<file path="src/rtl/run_monitor_pkg.sv">
// Shared types and constants for the pipeline run monitor: run state, log entry
// layout and the default widths the monitor is built around.
package run_monitor_pkg;

  typedef enum logic [1:0] {
    ST_RUN     = 2'd0,
    ST_DONE    = 2'd1,
    ST_TIMEOUT = 2'd2
  } run_state_e;

  localparam int DEF_ADDR_W    = 32;
  localparam int DEF_DATA_W    = 32;
  localparam int DEF_CNT_W     = 32;
  localparam int DEF_LOG_DEPTH = 16;
  localparam int LOG_LEVEL_W   = $clog2(DEF_LOG_DEPTH) + 1;

  // Field order matches the packed vector the monitor pushes into its log FIFO.
  typedef struct packed {
    logic [DEF_CNT_W-1:0]  cycle;
    logic [DEF_ADDR_W-1:0] addr;
    logic [DEF_DATA_W-1:0] data;
  } log_entry_t;

  function automatic int level_width(input int depth);
    return $clog2(depth) + 1;
  endfunction

endpackage

</file>
<file path="src/rtl/monitor_log_fifo.sv">
// Synchronous store-log FIFO without bypass; a push into a full FIFO is accepted
// only when a pop frees a slot in the same cycle, otherwise it is reported as a drop.
module monitor_log_fifo #(
  parameter int WIDTH = 96,
  parameter int DEPTH = 16
) (
  input  logic                     clk_i,
  input  logic                     reset_i,
  input  logic                     push_i,
  input  logic [WIDTH-1:0]         data_i,
  input  logic                     pop_i,
  output logic [WIDTH-1:0]         data_o,
  output logic                     full_o,
  output logic                     empty_o,
  output logic [$clog2(DEPTH):0]   level_o,
  output logic                     drop_o
);

  localparam int AW = $clog2(DEPTH);
  localparam logic [AW:0] FULL_LVL = (AW+1)'(DEPTH);

  logic [WIDTH-1:0] mem_q [DEPTH];
  logic [AW-1:0]    wr_ptr_q, wr_ptr_d, rd_ptr_q, rd_ptr_d;
  logic [AW:0]      level_q, level_d;
  logic             pop_ok_s, push_ok_s;

  assign empty_o   = (level_q == '0);
  assign full_o    = (level_q == FULL_LVL);
  assign pop_ok_s  = pop_i && !empty_o;
  assign push_ok_s = push_i && (!full_o || pop_ok_s);
  assign drop_o    = push_i && full_o && !pop_ok_s;
  assign level_o   = level_q;
  // Head is forced to zero while empty so stale storage never leaks out.
  assign data_o    = empty_o ? '0 : mem_q[rd_ptr_q];

  always_comb begin
    wr_ptr_d = push_ok_s ? wr_ptr_q + AW'(1) : wr_ptr_q;
    rd_ptr_d = pop_ok_s  ? rd_ptr_q + AW'(1) : rd_ptr_q;
    case ({push_ok_s, pop_ok_s})
      2'b10:   level_d = level_q + (AW+1)'(1);
      2'b01:   level_d = level_q - (AW+1)'(1);
      default: level_d = level_q;
    endcase
  end

  always_ff @(posedge clk_i) begin
    if (reset_i) begin
      wr_ptr_q <= '0;
      rd_ptr_q <= '0;
      level_q  <= '0;
    end else begin
      wr_ptr_q <= wr_ptr_d;
      rd_ptr_q <= rd_ptr_d;
      level_q  <= level_d;
    end
  end

  always_ff @(posedge clk_i) begin
    if (push_ok_s) begin
      mem_q[wr_ptr_q] <= data_i;
    end
  end

endmodule

</file>
<file path="src/rtl/pipeline_run_monitor.sv">
// Run monitor beside the pipelined core: counts cycles, logs stores, detects
// the done store (pass/fail), flags timeout and emits a periodic heartbeat.
module pipeline_run_monitor
  import run_monitor_pkg::*;
#(
  parameter int                ADDR_W     = 32,
  parameter int                DATA_W     = 32,
  parameter int                CNT_W      = 32,
  parameter int                LOG_DEPTH  = 16,
  parameter int                MAX_CYCLES = 500,
  parameter int                HB_PERIOD  = 10,
  parameter logic [ADDR_W-1:0] DONE_ADDR  = 32'h0000_0064,
  parameter logic [DATA_W-1:0] PASS_VALUE = 32'd25
) (
  input  logic                       clk,
  input  logic                       reset,
  input  logic                       MemWrite,
  input  logic [ADDR_W-1:0]          DataAdr,
  input  logic [DATA_W-1:0]          WriteData,
  output logic                       log_valid,
  input  logic                       log_ready,
  output logic [CNT_W-1:0]           log_cycle,
  output logic [ADDR_W-1:0]          log_addr,
  output logic [DATA_W-1:0]          log_data,
  output logic [$clog2(LOG_DEPTH):0] log_level,
  output logic [CNT_W-1:0]           cycle_count,
  output logic [CNT_W-1:0]           store_count,
  output logic                       heartbeat,
  output logic                       halted,
  output logic                       pass,
  output logic                       fail,
  output logic                       timeout,
  output logic                       overflow
);

  localparam int               ENT_W   = CNT_W + ADDR_W + DATA_W;
  localparam int               HB_W    = $clog2(HB_PERIOD);
  localparam logic [HB_W-1:0]  HB_LAST = HB_W'(HB_PERIOD - 1);
  localparam logic [CNT_W-1:0] MAX_C   = CNT_W'(MAX_CYCLES);

  run_state_e       state_q, state_d;
  logic [CNT_W-1:0] cycle_q, cycle_d, stores_q, stores_d;
  logic [CNT_W-1:0] cycle_inc_s, stores_inc_s;
  logic [HB_W-1:0]  hb_q, hb_d;
  logic             hb_pulse_q, hb_pulse_d;
  logic             pass_q, pass_d, fail_q, fail_d, timeout_q, timeout_d;
  logic             overflow_q, overflow_d;
  logic             push_s, drop_s, full_s, empty_s, done_s;
  logic [ENT_W-1:0] head_s;

  // Counters saturate at all-ones instead of wrapping.
  assign cycle_inc_s  = (cycle_q  == {CNT_W{1'b1}}) ? cycle_q  : cycle_q  + CNT_W'(1);
  assign stores_inc_s = (stores_q == {CNT_W{1'b1}}) ? stores_q : stores_q + CNT_W'(1);
  assign done_s       = MemWrite && (DataAdr == DONE_ADDR);

  always_comb begin
    state_d    = state_q;
    cycle_d    = cycle_q;
    stores_d   = stores_q;
    hb_d       = hb_q;
    hb_pulse_d = 1'b0;
    pass_d     = pass_q;
    fail_d     = fail_q;
    timeout_d  = timeout_q;
    push_s     = 1'b0;
    case (state_q)
      ST_RUN: begin
        cycle_d = cycle_inc_s;
        hb_d    = (hb_q == HB_LAST) ? '0 : hb_q + HB_W'(1);
        if (MemWrite) begin
          stores_d = stores_inc_s;
          push_s   = 1'b1;
        end else begin
          stores_d = stores_q;
        end
        // A done store on the limit cycle takes precedence over timeout.
        if (done_s) begin
          state_d = ST_DONE;
          pass_d  = (WriteData == PASS_VALUE);
          fail_d  = (WriteData != PASS_VALUE);
        end else if (cycle_inc_s == MAX_C) begin
          state_d   = ST_TIMEOUT;
          timeout_d = 1'b1;
        end else begin
          hb_pulse_d = (hb_q == HB_LAST);
        end
      end
      ST_DONE, ST_TIMEOUT: state_d = state_q;
      default:             state_d = ST_RUN;
    endcase
  end

  assign overflow_d = overflow_q || drop_s;

  always_ff @(posedge clk) begin
    if (reset) begin
      state_q    <= ST_RUN;
      cycle_q    <= '0;
      stores_q   <= '0;
      hb_q       <= '0;
      hb_pulse_q <= 1'b0;
      pass_q     <= 1'b0;
      fail_q     <= 1'b0;
      timeout_q  <= 1'b0;
      overflow_q <= 1'b0;
    end else begin
      state_q    <= state_d;
      cycle_q    <= cycle_d;
      stores_q   <= stores_d;
      hb_q       <= hb_d;
      hb_pulse_q <= hb_pulse_d;
      pass_q     <= pass_d;
      fail_q     <= fail_d;
      timeout_q  <= timeout_d;
      overflow_q <= overflow_d;
    end
  end

  monitor_log_fifo #(
    .WIDTH (ENT_W),
    .DEPTH (LOG_DEPTH)
  ) u_log_fifo (
    .clk_i   (clk),
    .reset_i (reset),
    .push_i  (push_s),
    .data_i  ({cycle_inc_s, DataAdr, WriteData}),
    .pop_i   (log_ready),
    .data_o  (head_s),
    .full_o  (full_s),
    .empty_o (empty_s),
    .level_o (log_level),
    .drop_o  (drop_s)
  );

  assign log_valid   = !empty_s;
  assign {log_cycle, log_addr, log_data} = head_s;
  assign cycle_count = cycle_q;
  assign store_count = stores_q;
  assign heartbeat   = hb_pulse_q;
  assign halted      = (state_q != ST_RUN);
  assign pass        = pass_q;
  assign fail        = fail_q;
  assign timeout     = timeout_q;
  assign overflow    = overflow_q;

  logic unused_full_s;
  assign unused_full_s = full_s;

endmodule
</file>
<file path="config.mk">
export PLATFORM = sky130hd
export DESIGN_NAME = pipeline_run_monitor
export DESIGN_NICKNAME = d
export VERILOG_FILES = /design/src/rtl/run_monitor_pkg.sv /design/src/rtl/monitor_log_fifo.sv /design/src/rtl/pipeline_run_monitor.sv
export SDC_FILE = /design/constraint.sdc
export NUM_CORES = 1
export LEC_CHECK = 0
export ABC_AREA = 1
export ABC_CLOCK_PERIOD_IN_PS = 7050
export CAP_MARGIN = 25
export CORE_MARGIN = 2
export CORE_UTILIZATION = 45
export DETAILED_ROUTE_END_ITERATION = 12
export HOLD_SLACK_MARGIN = 0.03
export PLACE_DENSITY = 0.61
export SLEW_MARGIN = 20
export SYNTH_ARGS = -nofsm -noshare
export SYNTH_HDL_FRONTEND = slang
export SYNTH_SLANG_ARGS = --single-unit
</file>
<file path="constraint.sdc">
create_clock -name clk -period 7.05 [get_ports clk]
set_input_delay 1.7625 -clock clk [delete_from_list [all_inputs] [get_ports clk]]
set_output_delay 1.7625 -clock clk [all_outputs]
set_load 0.01 [all_outputs]
</file>
==> impl_results.md, run 1 <==
- Status: finished clean
- Crit path DAT: between 4000 and 5000 ps
- Crit Path Category: reg -> out
- Syn-to-layout area delta: 14.74%
- Core box area: approximately 140000 um2
- Fin. max-slew vios: 0
- Post-CTS resize count: 0
- Initial Util: 45.20%
- Fin crit period: 6005 ps
- Setup TNS: 0 ps
- Largest family of logic cells by synthesized area: compound AO/OA/AOI/OAI gates
- CTS tree: yes
- Top-count cell post-synth: edfxtp_1
- Final setup violation count: 0
- Site Rows: 139
- GRT Util Overall: 23.57%
- Cell taking the most area after synthesis: edfxtp_1
- Synth Area in Adders: 0.2627%
- Total die area: between 100000 and 150000 um2
- Final routed DRC violation total: 0
- Yosys cell types: 45
- Reg2Reg Launch Point: cycle_count[0]
- Crit Reg-Reg Endpoint: state_q[0]
- Grt total ovfl: 0
- Placed inst area: roughly 69000 um2
- Most used flip-flop cell after synthesis: edfxtp_1
- Slew headroom: 23.59%
- Fin area: between 70000 and 80000 um2
- Setup Fix Bufs, Post-CTS: 0
- Switching power: between 7 and 8 mW
- Cell leakage power: around 23 nW
- Proportion of layout cells with a drive suffix above 1: 6.893%
- CTS buffer count: around 170
- Clock Pin Slew Worst Setup and Hold Paths: 60 ps
- Most frequent cells after synthesis: edfxtp_1, nor2_1, o21ai_0
- Leading post-synthesis cells by cell area: edfxtp_1, o21ai_0, nor2_1, o221ai_1, dfxtp_1
- Clock Sinks: between 1.5k and 2k
- Die extent in y: 383.4 um
- Register-to-register setup slack: 3460 ps
- Fin crit share: between 80 and 90%
- Initial antenna violation count: 3
- Final antenna-violating net count: 0
- Clk root buf: clkbuf_16
- XOR/XNOR share of the synthesized area: less than 1%
- Post-synth EDFFs: about 1.5k
- Critical path launch point type: register
- PortBufs: 239
- Max Root-Sink Buffers: 3
- Top Ports: 240
- Unrepaired setup endpoints after global routing: false
- Initial DRC Count: 4402
- Syn Area/Cell: 12.96 um2
- Final WL: around 180000 um
- Vias: ~42k
- R2R depth: 15
- Largest net degree at the start of global routing: 212
- Sw frac: 30.60%
- WL/cell: 24.58 um
- Cell area power density: 333.2 nW/um2
- RD Place Congestion: around 0.83
- Worst-margin pin slew: around 1100 ps
- HP Class: reg -> reg
- Post-Syn Nets: 5081
- WHS: 475.2 ps
- Post-synthesis cell count: 5000
- Die X: ~380 um
- Worst-path fanout max: 54
- TritonRoute pass-1 iters: 6
- Peak Freq: about 170 MHz
- Post-synth ARST share: 0%
- Comb pwr share: 23.4%
- Seq pwr share: 43.7%
- WP data required: 5290 ps
- Clock Power Share: approximately a third
- NumNets Final: roughly 5.2k
- H-Tree Depth: 4
- Hold Violations, Final: 0
- Vias/cell: roughly 6
- Sequential fraction of the synthesis area: 74.05%
- Maxcap violations: 0
- Ys Warns: 0
- Top-area cell type share of the netlist area: between 70 and 80%
- Critical Path End: log_cycle[11]
- Synth Area in Simple Gates: between 8 and 9%
- Number of global-route vias before repair: 41.04k
- Mux share of post-synthesis cell area: 0%
- CP Capture Type: output port
- Hold buffer count at CTS: 0
- Peak supply drop: 0.3886 mV
- Detail Placement HPWL: just under 90000 um
- Clock Skews: 28.73 ps
- Pint: 17.19 mW
- First-pass GRT wire length: 261300 um
- Clk Latency, worst-skew pair: 800 ps
- Synthesized flop and latch total: 1628
- Area of the mapped netlist: 64780 um2
- Synth Area in Compound Gates: between 10% and 20%
[layout make-up]
cell class	count	area, um2
multi-input combinational	2892	15100
sequential	1628	47980
clock buffer	203	4335
tap	1903	2381
inverter	129	509.2
timing repair buffer	322	3356
clock inverter	92	655.6
fill	12062	68980
antenna	2	5.005
[per-layer routing]
layer / share of wire, % / track usage, % / up-vias
li1: - / - / 19126
met4: 2.1 / 6.376 / 0
met2: 48 / 38.32 / 1585
met5: 0 / 0 / -
met1: 43 / 32.88 / 21443
met3: 6.6 / 4.051 / 261
[how the worst min path moves through the flow]
stage               start         end  slack [ps]  cells after the start
2_1_floorplan  state_q[0]  state_q[0]         440                      2
3_3_place_gp   state_q[1]  state_q[1]         450                      2
3_5_place_dp   state_q[0]  state_q[0]         470                      2
4_1_cts        state_q[0]  state_q[0]         470                      2
5_1_grt        state_q[1]  state_q[1]         500                      2
6_report       state_q[0]  state_q[0]         480                      2
[placed cells by master (no fill, tap or decap), drive strengths merged, types with 79 or more instances in the layout]
cell and n:
a21oi 161, buf 84, clkbuf 203, clkdlybuf4s50 238, clkinv 79, dfxtp 92, edfxtp 1536, inv 134
nand2 230, nand3 134, nor2 927, o211ai 112, o21ai 828, o221ai 274, o22ai 111
[sequential cells by signal (all words and copies together) (netlist names), named ones only]
name                 cells
u_log_fifo.mem_q      1536
cycle_count             32
store_count             32
u_log_fifo.level_o       5
hb_q                     4
u_log_fifo.rd_ptr_q      4
u_log_fifo.wr_ptr_q      4
state_q                  2
fail                     1
heartbeat                1
overflow                 1
pass                     1
timeout                  1
[through the flow]
stage	utilization, %	total power, mW	cells	setup slack [ps]
global route	51.86	25.79	7171	917.6
global placement	48.36	16.78	6873	1553
floorplan	-	14.18	5000	191.0
CTS	51.86	24.96	7169	1027
finish	51.86	24.77	7171	1045
detailed placement	48.38	16.84	6874	1569
[worst max-delay path: stages (launching register included)]
cell	delay, ps
dfxtp_4	390
buf_4	650
buf_4	930
nand3_1	190
a21oi_1	570
clkdlybuf4s50_1	700
[logic make-up (layout without fill, tap and decap cells)]
family | Yosys count | after routing
AO/OA/AOI/OAI | 1503 | 1503
XOR/XNOR | 20 | 20
adder cells (fa/ha/maj) | 13 | 13
buffers and inverters | 480 | 746
flip-flops | 1628 | 1628
other | 0 | 2
AND/OR/NAND/NOR | 1356 | 1356
[power groups by stage]
stage               Clock, mW  Combinational (mW)  Sequential [mW]
finish                   8.15                5.80             10.8
global route             8.66                6.31             10.8
CTS                      8.30                5.85             10.8
detailed placement          0                5.83             11.0
global placement            0                5.77             11.0
floorplan                   0                3.19             11.0
Power figures use the tool's default switching activity.
==> run 2, diff against run 1 <==
--- a/config.mk
+++ b/config.mk
@@ -11,8 +11,8 @@
 export CORE_MARGIN = 2
 export CORE_UTILIZATION = 45
 export DETAILED_ROUTE_END_ITERATION = 12
-export HOLD_SLACK_MARGIN = 0.03
-export PLACE_DENSITY = 0.61
+export HOLD_SLACK_MARGIN = 0.02
+export PLACE_DENSITY = 0.68
 export SLEW_MARGIN = 20
 export SYNTH_ARGS = -nofsm -noshare
 export SYNTH_HDL_FRONTEND = slang
==> run 2 against run 1 <==
Via count grew 0.91%. Clock skew grew 8.4 ps. Critical path depth is 1 higher. Hold slack worse by 17 ps. Clock power is 3.8% higher. Combinational power is 1% higher. Largest cell class unchanged. Largest power group unchanged. Highest routed layer is now met5.
==> impl_results.md, run 2 (same netlist as run 1, synthesis figures left out) <==
- Status: finished clean
- Initial DRC Count: 4877
- Slew headroom: between 10% and 20%
- Worst-margin pin slew: 1326 ps
- Worst-path fanout max: approximately 80
- Placed inst area: 69340 um2
- Initial Util: 45.20%
- RD Place Congestion: 0.8469
- Most frequent cells in the layout: edfxtp_1, nor2_1, o21ai_0
- Initial antenna violation count: 6
- Detail Placement HPWL: 89710 um
- Maxcap violations: 0
- Proportion of layout cells with a drive suffix above 1: 7.303%
- Final setup violation count: 0
- Hold Violations, Final: 0
- Setup TNS: 0 ps
- Crit path DAT: 4510 ps
- CTS tree: yes
- Critical path launch point type: register
- Peak Freq: roughly 160 MHz
- Die extent in y: 383.4 um
- Peak supply drop: 0.2958 mV
- Setup Fix Bufs, Post-CTS: 0
- Hold_sp: state_q[1]
- Reg2Reg Launch Point: state_q[0]
- Largest net degree at the start of global routing: 245
- Grt total ovfl: 0
- Worst hold endpoint: state_q[1]
- Syn-to-layout area delta: 15.21%
- Fin area: 74630 um2
- Finished Layout Cells: 7176
- H-Tree Depth: 4
- Crit Path Category: reg -> out
- Site Rows: about 140
- Fin crit share: 88.91%
- Clk root buf: clkbuf_16
- WL/cell: 23.86 um
- Fin. max-slew vios: 0
- Core box area: 143300 um2
- CTS buffer count: about 170
- Hold depth: 2
- Register-to-register setup slack: 3300 ps
- Final antenna-violating net count: 0
- Cell area power density: 337.3 nW/um2
- Max Root-Sink Buffers: 3
- Clock Skews: approximately 37 ps
- Inst Count DP: just under 7k
- Cell leakage power: approximately 23 nW
- Clock Sinks: between 1.5k and 2k
- Clk Latency, worst-skew pair: 810 ps
- CP Capture Type: output port
- Total power: 25.17 mW
- WP data required: 5290 ps
- Die X: around 380 um
- Unrepaired setup endpoints after global routing: false
- Post-CTS resize count: 0
- Max reg flops: 1536
- Vias: 42.80k
- Most common cell after layout, fill and taps aside: edfxtp_1
- Final routed DRC violation total: 0
- First-pass GRT wire length: 255600 um
- Total die area: ~150000 um2
- Number of global-route vias before repair: between 40k and 50k
- Crit Reg-Reg Endpoint: u_log_fifo.mem_q[4][40]
- GRT Util Overall: between 20% and 30%
- R2R depth: 7
- Hold buffer count at CTS: 0
- Most flops, register: u_log_fifo.mem_q
- Clock Pin Slew Worst Setup and Hold Paths: around 60 ps
- Final WL: ~170000 um
- HP Class: reg -> reg
- Top Ports: 240
- TritonRoute pass-1 iters: 5
- NumNets Final: 5223
- Vias/cell: 5.964
- Fin crit period: ~6300 ps
- PortBufs: 239
## run 2: final cells by class
cell class / count / area [um2]
Inverter: 129 / 509.2
Multi-Input combinational cell: 2892 / 15100
Clock buffer: 195 / 4242
Clock inverter: 102 / 1013
Timing Repair Buffer: 326 / 3397
Fill cell: 11812 / 68680
Sequential cell: 1628 / 47980
Tap cell: 1903 / 2381
Antenna cell: 1 / 2.502
## run 2: power by group
part | switching [mW] | total [mW] | internal, mW
sequential | 0.114 | 10.8 | 10.7
combinational | 3.92 | 5.88 | 1.96
clock | 3.72 | 8.46 | 4.75
## run 2: how the worst max path moves through the flow
stage	start	slack, ps	end	depth (start not counted)
6_report	register	780	log_cycle[14]	6
5_1_grt	register	570	log_cycle[19]	6
4_1_cts	register	770	log_data[27]	7
3_5_place_dp	register	1660	log_data[27]	7
3_3_place_gp	register	1670	log_data[27]	7
2_1_floorplan	MemWrite	190	u_log_fifo.mem_q[11][0]	4
## run 2: layer usage
metal	track usage [%]	part of all wire, %	up-vias
li1	-	-	19147
met1	32.16	42	21468
met2	36.84	48	1948
met3	3.932	8.3	230
met4	5.650	1.9	6
met5	0	0.020	-
## run 2: per-stage QoR
| stage | utilization [%] | hold slack [ps] | worst slack [ps] |
|---|---|---|---|
| 6_report | 52.08 | 458.1 | 781.7 |
| 5_1_grt | 52.07 | 476.4 | 572.0 |
| 4_1_cts | 52.05 | 460.8 | 772.6 |
| 3_5_place_dp | 48.38 | 453.4 | 1656 |
| 3_3_place_gp | 48.37 | 446.6 | 1675 |
| 2_1_floorplan | - | 439.1 | 191.0 |
## run 2: critical path, stage by stage (launching register included)
cell and delay, ps:
dfxtp_4 860, buf_4 830, o21ai_0 230, o221ai_1 250, nand3_1 140, a21oi_1 630
clkdlybuf4s50_1 680
